--- src/rtl/pattern_serializer.sv ---
// Parallel-to-serial pattern transmitter, MSB-first, one bit per step edge.
// Ports: clk, reset (async, active-high), step (async level), start, abort,
//   repeat_en, load_data[WIDTH], load_len[LEN_W] in; x_out, busy, done,
//   err, remaining[LEN_W] out.
module pattern_serializer #(
    parameter int WIDTH = 8,
    parameter int LEN_W = 4
) (
    input  logic             clk,
    input  logic             reset,
    input  logic             step,
    input  logic             start,
    input  logic             abort,
    input  logic             repeat_en,
    input  logic [WIDTH-1:0] load_data,
    input  logic [LEN_W-1:0] load_len,
    output logic             x_out,
    output logic             busy,
    output logic             done,
    output logic             err,
    output logic [LEN_W-1:0] remaining
);

    localparam logic [LEN_W-1:0] WIDTH_L = LEN_W'(WIDTH);
    localparam logic [LEN_W-1:0] ONE_L   = LEN_W'(1);

    typedef enum logic {IDLE, SEND} state_t;

    state_t             state_q, state_d;
    logic               s1_q, s2_q, s3_q;
    logic [WIDTH-1:0]   pat_q, pat_d;
    logic [WIDTH-1:0]   shreg_q, shreg_d;
    logic [LEN_W-1:0]   len_q, len_d;
    logic               rep_q, rep_d;
    logic [LEN_W-1:0]   rem_q, rem_d;
    logic               x_q, x_d;
    logic               done_q, done_d;
    logic               err_q, err_d;

    logic               step_edge;
    logic               len_ok;
    logic [LEN_W-1:0]   shamt;
    logic [WIDTH-1:0]   aligned;
    logic [WIDTH-1:0]   shifted;

    assign step_edge = s2_q & ~s3_q;
    assign len_ok    = (load_len != '0) && (load_len <= WIDTH_L);
    assign shamt     = WIDTH_L - load_len;
    // Left-align so the first bit to send always sits at the MSB.
    assign aligned   = load_data << shamt;
    assign shifted   = shreg_q << 1;

    // Synchronizer resets high: a step held through reset gives no edge.
    always_ff @(posedge clk or posedge reset) begin
        if (reset) begin
            s1_q <= 1'b1;
            s2_q <= 1'b1;
            s3_q <= 1'b1;
        end else begin
            s1_q <= step;
            s2_q <= s1_q;
            s3_q <= s2_q;
        end
    end

    always_ff @(posedge clk or posedge reset) begin
        if (reset) begin
            state_q <= IDLE;
            pat_q   <= '0;
            shreg_q <= '0;
            len_q   <= '0;
            rep_q   <= 1'b0;
            rem_q   <= '0;
            x_q     <= 1'b0;
            done_q  <= 1'b0;
            err_q   <= 1'b0;
        end else begin
            state_q <= state_d;
            pat_q   <= pat_d;
            shreg_q <= shreg_d;
            len_q   <= len_d;
            rep_q   <= rep_d;
            rem_q   <= rem_d;
            x_q     <= x_d;
            done_q  <= done_d;
            err_q   <= err_d;
        end
    end

    always_comb begin
        state_d = state_q;
        pat_d   = pat_q;
        shreg_d = shreg_q;
        len_d   = len_q;
        rep_d   = rep_q;
        rem_d   = rem_q;
        x_d     = x_q;
        done_d  = 1'b0;
        err_d   = 1'b0;
        unique case (state_q)
            IDLE: begin
                x_d   = 1'b0;
                rem_d = '0;
                if (start) begin
                    if (len_ok) begin
                        pat_d   = aligned;
                        shreg_d = aligned;
                        len_d   = load_len;
                        rep_d   = repeat_en;
                        rem_d   = load_len;
                        x_d     = aligned[WIDTH-1];
                        state_d = SEND;
                    end else begin
                        err_d = 1'b1;
                    end
                end
            end
            SEND: begin
                if (abort) begin
                    state_d = IDLE;
                    x_d     = 1'b0;
                    rem_d   = '0;
                end else if (step_edge) begin
                    // Test for the last bit before decrementing.
                    if (rem_q == ONE_L) begin
                        if (rep_q) begin
                            shreg_d = pat_q;
                            rem_d   = len_q;
                            x_d     = pat_q[WIDTH-1];
                        end else begin
                            state_d = IDLE;
                            done_d  = 1'b1;
                            x_d     = 1'b0;
                            rem_d   = '0;
                        end
                    end else begin
                        shreg_d = shifted;
                        rem_d   = rem_q - ONE_L;
                        x_d     = shifted[WIDTH-1];
                    end
                end
            end
            default: begin
                state_d = IDLE;
            end
        endcase
    end

    always_comb begin
        busy = (state_q == SEND);
    end

    assign x_out     = x_q;
    assign done      = done_q;
    assign err       = err_q;
    assign remaining = rem_q;

endmodule

--- config.mk ---
export PLATFORM = sky130hd
export DESIGN_NAME = pattern_serializer
export DESIGN_NICKNAME = d
export VERILOG_FILES = /design/src/rtl/pattern_serializer.sv
export SDC_FILE = /design/constraint.sdc
export NUM_CORES = 1
export LEC_CHECK = 0
export CAP_MARGIN = 20
export CORE_MARGIN = 1.5
export CORE_UTILIZATION = 49
export DETAILED_ROUTE_END_ITERATION = 16
export PLACE_DENSITY = 0.74
export SLEW_MARGIN = 5
export SYNTH_ARGS = -nofsm -noshare
export SYNTH_HDL_FRONTEND = slang
export SYNTH_SLANG_ARGS = --single-unit
--- constraint.sdc ---
create_clock -name clk -period 1.7 [get_ports clk]
set_input_delay 0.51 -clock clk [delete_from_list [all_inputs] [get_ports clk]]
set_output_delay 0.51 -clock clk [all_outputs]
set_load 0.1 [all_outputs]
==> results.txt <==
Hold WC Path Type - reg2reg
initial antenna violation count - 0
WL per Instance - 16.2 um
die span in y - 63.8 um
clock sinks - 31
Seq pwr share - 28.9%
Worst R2R Setup Slack - -210 ps
final setup fails - 12
core region area - 3440 um^2
internal cell power - 2280 uW
final WL - 4.91 mm
static leakage - 0.00126 uW
cts hold-fix bufs - 0
YS warnings - 0
CP endpoint kind - flop
Net Sw Frac - 42.8%
r2r endpoint - remaining[0]
Critical Path Sink - remaining[0]
M1 GR Usage - 32.3%
Die ar. - 4070 um^2
reg2reg start - remaining[1]
placed insts - 289
Distinct cells, synth - 50
worst setup path category - reg2reg
Post-Route Skew - 3.24 ps
TritonCTS clock tree - yes
GRT met3 Usage - 5.11%
total CTS buffers - 5
DRT Pass-1 Iters - 4
Fin. Hold Viols - 0
Worst Path Required - 1880 ps
grt met2 use - 43.1%
total gr overflow - 0
Final #Nets - 277
Area after DPL - 2500 um^2
status - finished, violations left
max-slew violations - 0
clock slew seen by the registers of the worst setup and hold paths - 60 ps
unrepaired setup endpoints after global routing - yes
Starting Density - 52.7%
port buffer count - 25
number of global-route vias before repair - 1773
Worst Tran Pin Value - 400 ps
synthesized area - 1810 um^2
Synth Instances - 191
max cap viols - 0
Max VDD drop - 834 uV
flip-flop and latch count after synthesis - 31
global-route usage over all layers - 25.7%
Synth Area per Inst - 9.49 um^2
first-pass GRT wire length - 8.18 mm
# fillers - 229
register area share after synthesis - 43.0%
clock root buffer master - clkbuf_8
combinational share of power - 55.0%
final cell count without fillers - 303
Syn-to-layout area delta - 48.5%
CP Data Arrival Time - 2090 ps
Primary FF master, synth - dfrtp_1
EDFF count, synth - 0
Async SR Flop Fraction - 100%
Fmax - 0.523 GHz
Net Sw Power - 1710 uW
routability cong. - 0.917
failing checks - negative setup slack
CP Launch Point - remaining[1]
power share of the clock group - 16.1%
Slew headroom - 73.3%
DIE WIDTH - 63.8 um
crit path time final - 1910 ps
remaining antenna violation count - 0
fin area - 2690 um^2
HPWL after DPL - 3.48 mm
H-Tree Depth - 2
IO Count - 26
ant diodes - 0
Mapped Nets - 212
ratio of cells with drive above 1 in the final layout - 36.6%
floorplan row count - 21
clk_lat worst skew - 290 ps
via count - 1697
final worst slack - -211 ps
Vias/cell - 5.60
Pwr Density - 1480 nW/um^2
deepest clock path buffer count - 2
largest net degree at the start of global routing - 32
First DRT Iteration DRCs - 159
crit-path max FO - 10
gr busiest metal - met2
startpoint types - flop
post-route DRC violation count - 0
worst reg2reg path depth - 7
crit share post-route - 112%
==> flip-flops by register name, summed over array words and instances (netlist names) <==
name and count:
err 1, x_out 1, s2_q 1, shreg_q 7, done 1, s1_q 1, s3_q 1, remaining 4
rep_q 1, busy 1, pat_q 8, len_q 4
==> placed cells by master (no fill, tap or decap), types with 2 or more instances in the layout <==
cell / netlist / layout
clkbuf_2: 0 / 2
nor2b_1: 5 / 5
nand3_1: 9 / 9
nor2_1: 5 / 5
o21ai_0: 8 / 4
dfstp_2: 3 / 3
buf_6: 2 / 3
dfrtp_2: 0 / 3
nor3_1: 5 / 3
buf_12: 0 / 10
inv_1: 7 / 5
dfrtp_4: 0 / 2
o21ai_1: 6 / 10
a31oi_1: 9 / 9
nor3_2: 0 / 2
dfrtp_1: 28 / 23
mux2i_1: 11 / 10
mux2_4: 1 / 2
buf_4: 1 / 35
mux4_2: 2 / 2
clkbuf_8: 0 / 7
ha_4: 0 / 2
nand2_1: 42 / 42
o211ai_1: 2 / 2
dlygate4sd2_1: 0 / 5
clkdlybuf4s50_1: 0 / 8
a21oi_1: 7 / 6
==> power by group through the flow <==
stage	Sequential, uW	Clock, uW	Combinational [uW]
floorplan	1630	0	759
global placement	1140	0	1970
detailed placement	1150	0	2030
CTS	1150	645	2140
global route	1180	679	2330
finish	1150	641	2190
==> how the worst min path moves through the flow <==
stage          start  endpoint  slack (ps)  depth (start not counted)
2_1_floorplan   s1_q      s2_q         350                          0
3_3_place_gp    s1_q      s2_q         350                          0
3_5_place_dp    s1_q      s2_q         350                          0
4_1_cts         s1_q      s2_q         360                          0
5_1_grt         s1_q      s2_q         370                          0
6_report        s1_q      s2_q         360                          0
==> per-layer routing <==
layer  vias up  routed length, um
li1        803                  -
met1       806               2060
met2        74               2410
met3        14                310
met4         0                121
met5         -                  0
==> timing repair <==
item / CTS / global route
gates resized for setup: 26 / 9
hold endpoints to repair: 0 / 0
cloned: 1 / 0
pin swaps: 11 / 6
setup buffers: 5 / 1
setup endpoints to repair: 26 / 23
==> per-stage QoR <==
step           util [%]  worst slack (ps)  TNS, ps  hold slack, ps  total power, uW
2_1_floorplan         -              -294    -3270             345             2380
3_3_place_gp       72.6              -785   -16420             349             3110
3_5_place_dp       72.6              -817   -17740             348             3180
4_1_cts            77.7              -179    -1410             361             3930
5_1_grt            78.2              -274    -2690             367             4180
6_report           78.2              -211    -1860             358             3990
==> Yosys cell counts (2+ instances only) <==
cell | instances | share of area (%)
ha_1 | 3 | 2.1
o211ai_1 | 2 | 0.83
a21oi_1 | 7 | 1.9
and2_1 | 2 | 0.69
dfrtp_1 | 28 | 39
nor3_1 | 5 | 1.4
nand2_1 | 42 | 8.7
mux4_2 | 2 | 2.5
buf_6 | 2 | 1.2
buf_2 | 3 | 0.83
inv_1 | 7 | 1.4
nand3_1 | 9 | 2.5
o21ai_1 | 6 | 1.7
o21ai_0 | 8 | 2.2
nor2_1 | 5 | 1.0
o21a_1 | 2 | 0.83
mux2i_1 | 11 | 6.1
nor2b_1 | 5 | 1.7
a31oi_1 | 9 | 3.1
dfstp_2 | 3 | 4.3
==> kinds of logic (layout without fill, tap and decap cells) <==
| kind of cell | Yosys count | count (layout) | share of synthesized area [%] |
|---|---|---|---|
| xor gates and xnor gates | 4 | 4 | 3.38 |
| buffers and inverters | 15 | 81 | 4.35 |
| and+or+nand+nor | 78 | 78 | 20.5 |
| DFF | 31 | 31 | 43.0 |
| adders and majority gates | 3 | 3 | 2.07 |
| AOI/OAI and AO/OA | 45 | 45 | 16.7 |
| muxes | 15 | 15 | 10.0 |
==> cell type report <==
class                           count  area [um^2]  share of cell area [%]
Timing Repair Buffer               65          648                    24.1
Inverter                            8         45.0                    1.67
Clock buffer                        8          100                    3.72
Sequential cell                    31          791                    29.4
Tap cell                           46         57.6                    2.14
Multi-Input combinational cell    145         1050                    39.0
==> worst max-delay path, cell delays in order, from the launching register on <==
cell     delay, ps
dfrtp_4        490
inv_4           70
ha_4           120
or3b_4         390
buf_4          190
o21ai_1        190
o22ai_1        100
a22o_1         250
(Power assumes the default switching activity.)
